[config.mk]
export PLATFORM = sky130hd
export DESIGN_NAME = axi4_stream_rr_arbiter
export DESIGN_NICKNAME = d
export VERILOG_FILES = /design/src/rtl/axi4_stream_arb_pkg.sv /design/src/rtl/axi4_stream_rr_arbiter_picker.sv /design/src/rtl/axi4_stream_rr_arbiter.sv
export SDC_FILE = /design/constraint.sdc
export NUM_CORES = 1
export LEC_CHECK = 0
export ABC_AREA = 1
export CORE_AREA = 2 2 172 174
export CTS_CLUSTER_SIZE = 16
export DETAILED_ROUTE_END_ITERATION = 16
export DIE_AREA = 0 0 174 176
export PLACE_DENSITY = 0.52
export SYNTH_ARGS = -nofsm -noshare
export SYNTH_HDL_FRONTEND = slang
export SYNTH_SLANG_ARGS = --single-unit
[constraint.sdc]
create_clock -name clk_i -period 3.1 [get_ports clk_i]
set_clock_uncertainty 0.1 [all_clocks]
set_input_delay 0.62 -clock clk_i [delete_from_list [all_inputs] [get_ports clk_i]]
set_output_delay 0.62 -clock clk_i [all_outputs]
set_load 0.02 [all_outputs]
[src/rtl/axi4_stream_arb_pkg.sv]
// Shared types and the round-robin search used by the AXI4-Stream packet arbiter.
// Optional build macro honoured by the arbiter: AXI4_STREAM_ARB_TID_TAG_EN.
package axi4_stream_arb_pkg;

    localparam int MAX_SRC_CNT = 16;
    localparam int MAX_SRC_W   = 4;

    typedef enum logic {
        IDLE = 1'b0,
        BUSY = 1'b1
    } arb_state_t;

    typedef struct packed {
        logic                 found;
        logic [MAX_SRC_W-1:0] idx;
    } rr_pick_t;

    // First set bit of req at or after start, wrapping at cnt; descending loop so the
    // closest position to start is the last one written.
    function automatic rr_pick_t rr_pick(input logic [MAX_SRC_CNT-1:0] req,
                                         input logic [MAX_SRC_W-1:0]   start,
                                         input int                     cnt);
        rr_pick_t           res;
        logic [MAX_SRC_W:0] pos;
        res = '0;
        for (int i = MAX_SRC_CNT - 1; i >= 0; i--) begin
            if (i < cnt) begin
                pos = {1'b0, start} + (MAX_SRC_W + 1)'(i);
                if (pos >= (MAX_SRC_W + 1)'(cnt)) begin
                    pos = pos - (MAX_SRC_W + 1)'(cnt);
                end
                if (req[pos[MAX_SRC_W-1:0]]) begin
                    res.found = 1'b1;
                    res.idx   = pos[MAX_SRC_W-1:0];
                end
            end
        end
        return res;
    endfunction

endpackage

[src/rtl/axi4_stream_rr_arbiter_picker.sv]
// Combinational round-robin picker: first requester at or after start, modulo SRC_CNT.
module rr_priority_picker
    import axi4_stream_arb_pkg::*;
#(
    parameter int SRC_CNT   = 4,
    parameter int SRC_CNT_W = 2
) (
    input  logic [SRC_CNT-1:0]   req,
    input  logic [SRC_CNT_W-1:0] start,
    output logic                 valid,
    output logic [SRC_CNT_W-1:0] idx
);

    logic [MAX_SRC_CNT-1:0] req_ext;
    rr_pick_t               pick;

    always_comb begin
        req_ext                = '0;
        req_ext[SRC_CNT-1:0]   = req;
        pick                   = rr_pick(req_ext, MAX_SRC_W'(start), SRC_CNT);
    end

    assign valid = pick.found;
    assign idx   = SRC_CNT_W'(pick.idx);

endmodule

[src/rtl/axi4_stream_rr_arbiter.sv]
// Packet-level round-robin arbiter sharing one AXI4-Stream output among SRC_CNT sources.
// Define AXI4_STREAM_ARB_TID_TAG_EN to replace output tid with the granted source index.
module axi4_stream_rr_arbiter
    import axi4_stream_arb_pkg::*;
#(
    parameter int SRC_CNT     = 4,
    parameter int TDATA_WIDTH = 64,
    parameter int TID_WIDTH   = 1,
    parameter int TDEST_WIDTH = 1,
    parameter int TUSER_WIDTH = 1,
    localparam int SRC_CNT_W  = (SRC_CNT > 1) ? $clog2(SRC_CNT) : 1,
    localparam int KEEP_W     = TDATA_WIDTH / 8
) (
    input  logic                             clk_i,
    input  logic                             rst_i,
    input  logic [SRC_CNT-1:0]               src_en_i,
    input  logic [SRC_CNT-1:0]               pkt_i_tvalid,
    output logic [SRC_CNT-1:0]               pkt_i_tready,
    input  logic [SRC_CNT*TDATA_WIDTH-1:0]   pkt_i_tdata,
    input  logic [SRC_CNT*KEEP_W-1:0]        pkt_i_tkeep,
    input  logic [SRC_CNT*KEEP_W-1:0]        pkt_i_tstrb,
    input  logic [SRC_CNT-1:0]               pkt_i_tlast,
    input  logic [SRC_CNT*TID_WIDTH-1:0]     pkt_i_tid,
    input  logic [SRC_CNT*TDEST_WIDTH-1:0]   pkt_i_tdest,
    input  logic [SRC_CNT*TUSER_WIDTH-1:0]   pkt_i_tuser,
    output logic                             pkt_o_tvalid,
    input  logic                             pkt_o_tready,
    output logic [TDATA_WIDTH-1:0]           pkt_o_tdata,
    output logic [KEEP_W-1:0]                pkt_o_tkeep,
    output logic [KEEP_W-1:0]                pkt_o_tstrb,
    output logic                             pkt_o_tlast,
    output logic [TID_WIDTH-1:0]             pkt_o_tid,
    output logic [TDEST_WIDTH-1:0]           pkt_o_tdest,
    output logic [TUSER_WIDTH-1:0]           pkt_o_tuser,
    output logic [SRC_CNT_W-1:0]             grant_idx_o,
    output logic                             busy_o
);

    if (SRC_CNT < 2 || SRC_CNT > MAX_SRC_CNT) begin : g_src_cnt_check
        $error("axi4_stream_rr_arbiter: SRC_CNT must be in 2..16");
    end

    arb_state_t             state_reg;
    logic [SRC_CNT_W-1:0]   grant_reg;
    logic [SRC_CNT_W-1:0]   last_reg;
    logic                   busy_reg;

    logic [TDATA_WIDTH-1:0] tdata_arr [SRC_CNT];
    logic [KEEP_W-1:0]      tkeep_arr [SRC_CNT];
    logic [KEEP_W-1:0]      tstrb_arr [SRC_CNT];
    logic [TDEST_WIDTH-1:0] tdest_arr [SRC_CNT];
    logic [TUSER_WIDTH-1:0] tuser_arr [SRC_CNT];
    logic [SRC_CNT-1:0]     grant_onehot;

    for (genvar gi = 0; gi < SRC_CNT; gi++) begin : g_src
        assign tdata_arr[gi]    = pkt_i_tdata[gi*TDATA_WIDTH +: TDATA_WIDTH];
        assign tkeep_arr[gi]    = pkt_i_tkeep[gi*KEEP_W +: KEEP_W];
        assign tstrb_arr[gi]    = pkt_i_tstrb[gi*KEEP_W +: KEEP_W];
        assign tdest_arr[gi]    = pkt_i_tdest[gi*TDEST_WIDTH +: TDEST_WIDTH];
        assign tuser_arr[gi]    = pkt_i_tuser[gi*TUSER_WIDTH +: TUSER_WIDTH];
        assign grant_onehot[gi] = (grant_reg == SRC_CNT_W'(gi));
        assign pkt_i_tready[gi] = busy_reg & grant_onehot[gi] & pkt_o_tready;
    end

    assign pkt_o_tvalid = busy_reg & pkt_i_tvalid[grant_reg];
    assign pkt_o_tdata  = tdata_arr[grant_reg];
    assign pkt_o_tkeep  = tkeep_arr[grant_reg];
    assign pkt_o_tstrb  = tstrb_arr[grant_reg];
    assign pkt_o_tlast  = pkt_i_tlast[grant_reg];
    assign pkt_o_tdest  = tdest_arr[grant_reg];
    assign pkt_o_tuser  = tuser_arr[grant_reg];

`ifdef AXI4_STREAM_ARB_TID_TAG_EN
    if (TID_WIDTH < SRC_CNT_W) begin : g_tid_width_check
        $error("axi4_stream_rr_arbiter: TID_WIDTH too narrow to carry the source index");
    end
    assign pkt_o_tid = TID_WIDTH'(grant_reg);
`else
    logic [TID_WIDTH-1:0] tid_arr [SRC_CNT];
    for (genvar gi = 0; gi < SRC_CNT; gi++) begin : g_tid
        assign tid_arr[gi] = pkt_i_tid[gi*TID_WIDTH +: TID_WIDTH];
    end
    assign pkt_o_tid = tid_arr[grant_reg];
`endif

    assign grant_idx_o = grant_reg;
    assign busy_o      = busy_reg;

    logic [SRC_CNT-1:0]   req;
    logic [SRC_CNT-1:0]   pick_req;
    logic [SRC_CNT_W-1:0] start_ptr;
    logic                 pick_valid;
    logic [SRC_CNT_W-1:0] pick_idx;
    logic                 tx_last;

    // While busy last_reg equals the owner, so one picker serves both the idle pick
    // and the end-of-packet pick; only the owner's own request has to be masked.
    assign req       = pkt_i_tvalid & src_en_i;
    assign pick_req  = busy_reg ? (req & ~grant_onehot) : req;
    assign start_ptr = (last_reg == SRC_CNT_W'(SRC_CNT - 1)) ? '0 : last_reg + 1'b1;
    assign tx_last   = pkt_o_tvalid & pkt_o_tready & pkt_o_tlast;

    rr_priority_picker #(
        .SRC_CNT   (SRC_CNT),
        .SRC_CNT_W (SRC_CNT_W)
    ) u_picker (
        .req   (pick_req),
        .start (start_ptr),
        .valid (pick_valid),
        .idx   (pick_idx)
    );

    always_ff @(posedge clk_i) begin
        if (!rst_i) begin
            state_reg <= IDLE;
            grant_reg <= '0;
            last_reg  <= SRC_CNT_W'(SRC_CNT - 1);
            busy_reg  <= 1'b0;
        end else begin
            case (state_reg)
                IDLE: begin
                    if (pick_valid) begin
                        grant_reg <= pick_idx;
                        last_reg  <= pick_idx;
                        busy_reg  <= 1'b1;
                        state_reg <= BUSY;
                    end
                end
                BUSY: begin
                    if (tx_last) begin
                        if (pick_valid) begin
                            grant_reg <= pick_idx;
                            last_reg  <= pick_idx;
                        end else begin
                            busy_reg  <= 1'b0;
                            state_reg <= IDLE;
                        end
                    end
                end
                default: state_reg <= IDLE;
            endcase
        end
    end

endmodule
==> results by group <==
STA
  – Setup TNS Final: 0 ns
  – Slew @ Worst Pin: 0.3832 ns
  – Minimum clock period: 2.965 ns
  – Final setup viols: 0
  – Final Max Slew Viols: 0
  – FMAX: 337.3 MHz
  – Slew headroom: 74.39%
  – Final-report hold violation count: 0
  – RSZ-0062 raised after global routing: no
  – Fin crit share: 95.63%

Logic synthesis
  – Post-Syn Area per Cell: 5.519 sq um
  – Syn Inst Count: 433
  – Synth top area cells: a22oi_1 46%, nand2_1 24%, nand3_1 8.2%
  – Top FF cell, synth: dfxtp_1
  – Synth top area share: 45.55%
  – Sequential area share after synthesis: 5.026%
  – Cell variety after synth: 19
  – Mapped Nets: 783
  – Asr flop ratio synth: 0%
  – EDFF count, synth: 0
  – Synth Warn #: 0
  – Flops & latches, synth: 6
  – Netlist Area Pre-Place: 0.002390 sq mm
  – Yosys top cell by area: a22oi_1

Clocking
  – CTS clk-pin slew, worst paths: 0.03 ns
  – Total CTS buffers: 3
  – Clock Path Buffers: 2
  – H-Tree Depth: 1
  – CTS tree: done
  – Clock Tree Root: clkbuf_16
  – Worst-Skew Late Latency: 0.23 ns
  – Setup bufs post-CTS: 0
  – CTS sink cnt: 6

Pwr
  – Max VDD drop: 0.3896 mV
  – Leakage: 2.879 nW
  – Pwr/cell area: 728.3 mW/mm^2
  – Final Total Pwr: 5.415 mW

Floorplanning
  – Core Area: 0.02855 sq mm
  – Starting Density: 8.371%
  – Row Count: 62
  – Die area: 0.03062 sq mm
  – Die Ht: 176 um
  – IO Pins: 439
  – Die Span X: 174 um

Setup path
  – Crit path cell chain: inv_2 -> nor2_4 -> buf_12 -> a22oi_1 -> nand2_1 -> clkdlybuf4s50_1
  – Arr. time, crit path: 2.24 ns
  – Worst path max stage delay: 0.65 ns
  – Setup CP Type: reg -> out
  – Peak fanout along the critical path: 23
  – Buffers & Inverters on Critical Path: 3
  – Critical Path Sink Type: primary output
  – Worst setup SP type: flop
  – Delay-heaviest family, CP: buffers and inverters
  – CP required: 2.38 ns
  – Internal reg-to-reg setup slack: 0.91 ns
  – Slowest stage cell, crit path: clkdlybuf4s50_1

Cells and area
  – Commonest non-fill, non-tap cell in the layout: clkdlybuf4s50_1
  – Multi-input combinational cell area: 0.002069 sq mm
  – Sequential cell area: 121.4 sq um
  – Most frequent cells in the layout: 428 x clkdlybuf4s50_1, 155 x nand2_1, 145 x a22oi_1
  – # diodes: 0
  – Area Overhead vs Synth: 211.1%
  – FILL cells: 3175
  – Layout cell share with drive strength beyond 1: 5.393%
  – Nets: 1205

Route
  – Vias post-DR: 5002
  – Drt total wl: 22.51 mm
  – Detailed Routing Iterations Pass 1: 5
  – Iteration-0 DRC Markers: 299
  – # DRC: 0
  – Avg WL per Cell: 18.19 um
  – Routed vias/inst: 4.044
  – Antenna-violating nets left: 0

Place
  – GPL Wtd Cong: 0.7712
  – PortBufs: 438
  – DPL Wire Length: 19.07 mm

Status
  – Outcome: finished clean

GRT
  – Gr ovfl total: 0
  – Vias in the first global route: 4977
  – Gr usage total: 13.28%
  – Initial antenna violation count: 0
  – First-pass GRT wire length: 31.15 mm
  – Largest net degree at the start of global routing: 48

Flow run
  – Max-Cap Viols: 0

Min path
  – Hold crit path type: reg -> reg
[where the power goes]
| group | internal [mW] | switching (mW) |
|---|---|---|
| Combinational | 2.30 | 2.74 |
| Sequential | 0.113 | 0.0525 |
| Clock | 0.166 | 0.0433 |
[final cells by class]
type	instances	area share (%)
flip-flops and latches	6	1.632
inverters	21	1.060
clock buffers	3	1.010
well taps	384	6.462
multi-input cells	370	27.84
repair buffers	453	62.00
[worst paths after layout]
path | startpoint | endpoint | cells past startpoint
max | grant_idx_o[1] | pkt_o_tdata[7] | 6
min | grant_idx_o[0] | grant_idx_o[0] | 2
max reg2reg | grant_idx_o[1] | grant_idx_o[0] | 11
min reg2reg | grant_idx_o[0] | grant_idx_o[0] | 2
[routing by layer]
metal | vias up | GRT usage [%] | wire length (um)
li1 | 2428 | - | -
met1 | 2322 | 16.91 | 9693
met2 | 246 | 23.82 | 11100
met3 | 6 | 3.165 | 1635
met4 | 0 | 0.6653 | 79
met5 | - | 0 | 0
[repair_timing]
item,4_1_cts,5_1_grt
setup endpoints to repair,0,1
hold buffers,0,0
gates resized for setup,0,1
[through the flow]
| step | hold slack [ns] | worst slack [ns] | cell area, sq um | std cells | util (%) |
|---|---|---|---|---|---|
| 2_1_floorplan | 0.4063 | 0.7808 | 2390 | 433 | - |
| 3_3_place_gp | 0.4352 | 0.2211 | 7358 | 1234 | 25.78 |
| 3_5_place_dp | 0.4467 | 0.2182 | 7358 | 1234 | 25.78 |
| 4_1_cts | 0.4561 | 0.1013 | 7433 | 1237 | 26.04 |
| 5_1_grt | 0.4795 | 0.01253 | 7435 | 1237 | 26.04 |
| 6_report | 0.4497 | 0.1354 | 7435 | 1237 | 26.04 |
[worst register-to-register path: cells and delay by family (launching register included)]
kind / cells / cell delay (ns)
buffers and inverters: 2 / 0.33
AOI/OAI and AO/OA: 1 / 0.14
and+or+nand+nor: 8 / 1.10
DFF: 1 / 0.45
[cells by family (layout without fill, tap and decap cells)]
family	Yosys count	in the layout	synth area share, %
AND/OR/NAND/NOR	215	215	37.17
flip-flops	6	6	5.026
AO/OA/AOI/OAI	152	152	47.23
buffers and inverters	57	477	9.005
adder cells (fa/ha/maj)	3	3	1.571
[cell usage after synthesis (2+ instances only)]
library cell  instances
nand3_1              39
clkbuf_1             29
a21oi_1               2
inv_2                 8
nor2_1               10
nand2_2               3
nand4_1               2
inv_1                13
nor2_2                5
buf_1                 6
a22oi_1             145
ha_1                  3
dfxtp_1               6
o21ai_1               3
nand2_1             155
No activity file was read; power rests on OpenSTA's default activity.
==> RTL edit 1 (same flow settings) <==
Make the reset (`rst_i`) asynchronous in one clocked block.
--- a/src/rtl/axi4_stream_rr_arbiter.sv
+++ b/src/rtl/axi4_stream_rr_arbiter.sv
@@ -110,7 +110,7 @@
         .idx   (pick_idx)
     );
 
-    always_ff @(posedge clk_i) begin
+    always_ff @(posedge clk_i or negedge rst_i) begin
         if (!rst_i) begin
             state_reg <= IDLE;
             grant_reg <= '0;
Check against the original RTL: differs if rst_i is asserted again (counterexample within 4 cycles, from zero or initial values and one cycle with rst_i low); with rst_i held inactive, the same outputs for 4 cycles.
==> RTL edit 1 against the original RTL <==
  * Worst setup slack got worse by 21 ps
  * Via count increased by 0.26%
  * Final area decreased by 0.12%
  * First-iteration DRC count decreased by 18%
  * Global-route usage increased by 0.28 points
  * Fmax decreased by 0.70%
  * Wire length increased by 0.48%
  * Area after synthesis increased by 1.3%
  * Final cell count increased by 0.89%
  * Hold slack got worse by 65 ps
  * Sequential cell count unchanged
Power is left out: it rests on default switching activity, and per cell area and clock period it moved more than threefold.
==> RTL edit 1: results (changes against the original RTL) <==
metric	value	unit	change
Detailed Place HPWL	19000	um	-0.22%
area of the multi-input gates	2070	sq um	+0.12%
Total GRT Usage	13.6	%	+0.28 points
Crit Path Max Fanout	46		+100%
routed metal-1 wirelength	9360	um	-3.4%
top_reg_cell synth	dfrtp_1		
commonest cells in the netlist	nand2_1 (174), a22oi_1 (139), nand3_1 (48)		
largest net degree at the start of global routing	47		-2.1%
routed vias/inst	4.02		-0.62%
Worst-Margin Slew	426	ps	+42.4 ps
met1 GRT Util	16.7	%	-0.22 points
Seq/Total Area, Yosys	6.31	%	+1.3 points
final wirelength	22600	um	+0.48%
antenna violations before repair	3		+3
Inverters excl. clock	19		-9.5%
NonClk Buf Share	61.5	%	-0.50 points
ranking of synthesized cells by area	a22oi_1 (43%), nand2_1 (27%), nand3_1 (9.9%)		
CTS resizes	0		unchanged
Synth Area in Compound Gates	43.5	%	-3.7 points
status	complete, no violations		
Buffers excl. clock	451		-0.44%
nets	1213		+0.66%
met2 wire length	11200	um	+1.2%
Syn Nets	793		+1.3%
Antenna Cells	3		+3
layout cells sized above 1	4.30	%	-1.1 points
routing usage on met2	24.1	%	+0.30 points
Crit. Startpoint	grant_idx_o[1]		
fillcell total	3154		-0.66%
routing usage on met3	3.42	%	+0.26 points
FF-to-FF Start	last_reg[0]		
number of DRC markers in iteration 0	245		-18%
GPL Wtd Cong	0.823		+6.7%
post-synth cell types	16		-3
first-pass GRT wire length	32200	um	+3.4%
multi-input gate count	382		+3.2%
hold path startpoint	last_reg[1]		
Post-synth ARST share	100	%	+100 points
Clock-cell share	1.01	%	+0.0012 points
[RTL edit 1: cell types whose count changed in the layout (fill, tap and decap cells not counted), moves of 3 or more]
cell,delta
nand3_1,+9
dfxtp_1,-5
dfrtp_1,+4
inv_2,-3
diode_2,+3
a22oi_1,-6
nand2_1,+19
nand2_2,-3
[RTL edit 1: path summary, 6_finish.rpt]
kind                                   end  slack [ps]  cells past startpoint
max                        pkt_o_tdata[13]         110                      6
min                            last_reg[1]         380                      2
max reg2reg                 grant_idx_o[0]         850                     12
min reg2reg                    last_reg[1]         380                      2
max in group asynchronous      last_reg[1]        2080                      1
min in group asynchronous   grant_idx_o[1]         540                      1
[RTL edit 1: stage by stage]
step | cell area [sq um] | hold WS [ps] | cells
floorplan | 2420 | 224 | 443
global placement | 7340 | 379 | 1242
detailed placement | 7340 | 382 | 1242
CTS | 7420 | 388 | 1245
global route | 7430 | 394 | 1248
finish | 7430 | 384 | 1248
==> RTL edit 2 (same settings) <==
Without the edit above. The parameter `TDATA_WIDTH` goes from 64 to 68.
--- a/src/rtl/axi4_stream_rr_arbiter.sv
+++ b/src/rtl/axi4_stream_rr_arbiter.sv
@@ -4,7 +4,7 @@
     import axi4_stream_arb_pkg::*;
 #(
     parameter int SRC_CNT     = 4,
-    parameter int TDATA_WIDTH = 64,
+    parameter int TDATA_WIDTH = 68,
     parameter int TID_WIDTH   = 1,
     parameter int TDEST_WIDTH = 1,
     parameter int TUSER_WIDTH = 1,
Interface: changed (resized pkt_i_tdata and pkt_o_tdata); port bits go from 439 to 459. The function was not compared with the original's and may differ.
==> RTL edit 2 against the original RTL <==
  * Area after synthesis rose by 5.3%
  * Worst setup slack better by 2.5 ps
  * Wire length shrank 3.2%
  * Die area did not move
  * Sequential cell count is the same
  * Power is 0.87% lower
  * Combinational power fell by 1%
  * Final cell count grew 3.0%
  * Final area up 3.8%
  * Highest routed layer is now met5
==> RTL edit 2: results (changes against the original RTL) <==
metric	value	unit	change
Worst EP arrival	2240	ps	about the same
top routing layer in use	met5		
Detailed Place HPWL	18000	um	-5.7%
layout cells sized above 1	4.49	%	-0.90 points
Seq/Total Area, Yosys	4.77	%	-0.25 points
PortBufs	458		+4.6%
Post-synth ARST share	0	%	unchanged
Total GRT Usage	13.0	%	-0.32 points
first-pass GRT wire length	31000	um	-0.47%
commonest cells in the netlist	nand2_1 (163), a22oi_1 (148), nand3_1 (44)		
Syn Nets	818		+4.5%
ranking of synthesized cells by area	a22oi_1 (44%), nand2_1 (24%), nand3_1 (8.7%)		
TritonCTS Buffers	3		unchanged
drt pass-1 iters	5		unchanged
H-Tree Depth	1		unchanged
GPL Wtd Cong	0.881		+14%
Post-Layout Cell Count	1274		+3.0%
routed metal-1 wirelength	9020	um	-7.0%
Crit Path Max Fanout	46		+100%
final wirelength	21800	um	-3.2%
met3 WL post-DR	1750	um	+6.9%
critical path's largest stage delay	630	ps	-20 ps
post-synth cell types	23		+4
top_reg_cell synth	dfxtp_1		
post-synthesis cell count	452		+4.4%
status	complete, no violations		
Leak	2.97	nW	+3.1%
pre-CTS setup slack	302	ps	+84.2 ps
Worst-Margin Slew	427	ps	+44.2 ps
met2 wire length	10700	um	-3.2%
number of DRC markers in iteration 0	239		-20%
maximum vdd drop	0.366	mV	-6.0%
antenna violations before repair	1		+1
placed cell areas	7640	sq um	+3.8%
routed vias/inst	4.03		-0.24%
Synth Area in Compound Gates	46.0	%	-1.2 points
fillcell total	3123		-1.6%
Post-Synth Adder-Cell Area	1.49	%	-0.080 points
Max Buffers Root-to-Sink	2		unchanged
worst min path class	reg -> reg		
largest net degree at the start of global routing	55		+15%
Crit path max-delay family	buffers and inverters		
[RTL edit 2: changes by cell type in the layout (fill, tap and decap cells not counted), moves of 2 or more]
cell             unedited run  this run
clkdlybuf4s50_1           428       453
nand2_1                   155       163
nand3_1                    39        44
a22oi_1                   145       148
buf_4                      14        11
buf_12                     11         9
o21ai_0                     0         2
o21ai_1                     3         1
[RTL edit 2: per-layer routing]
layer  vias up  global-route usage (%)
li1       2530                       -
met1      2333                    16.3
met2       254                    23.0
met3        20                    3.19
met4         2                    1.54
met5         -                       0
[RTL edit 2: worst paths after layout]
check,from,end,slack [ps],cells past startpoint
min reg2reg,last_reg[1],last_reg[1],450,2
min,last_reg[1],last_reg[1],450,2
max,grant_idx_o[0],pkt_o_tdata[64],140,6
max reg2reg,grant_idx_o[0],grant_idx_o[0],820,11
[RTL edit 2: cell families after synthesis]
logic type                 count (synthesis)
and+or+nand+nor                          228
AOI/OAI and AO/OA                        156
DFF                                        6
adders and majority gates                  3
buffers and inverters                     59
[RTL edit 2: where the power goes]
part           total (mW)  internal, mW  switching (mW)
Sequential          0.182         0.114          0.0681
Combinational        4.98          2.31            2.67
Clock               0.207         0.165          0.0418
Total                5.37          2.58            2.78
[RTL edit 2: cell type report]
cell class	instances	area, sq um	share of cell area (%)
Multi-Input combinational cell	387	2160	28.0
Clock buffer	3	75.1	0.973
Tap cell	384	480	6.23
Inverter	21	78.8	1.02
Timing Repair Buffer	473	4800	62.2
Sequential cell	6	121	1.57
[RTL edit 2: worst reg2reg max path: cells and delay by family (launching register included)]
family	cells	cell delay (ps)
AND/OR/NAND/NOR	8	1040
flip-flops	1	570
buffers and inverters	2	350
AO/OA/AOI/OAI	1	150
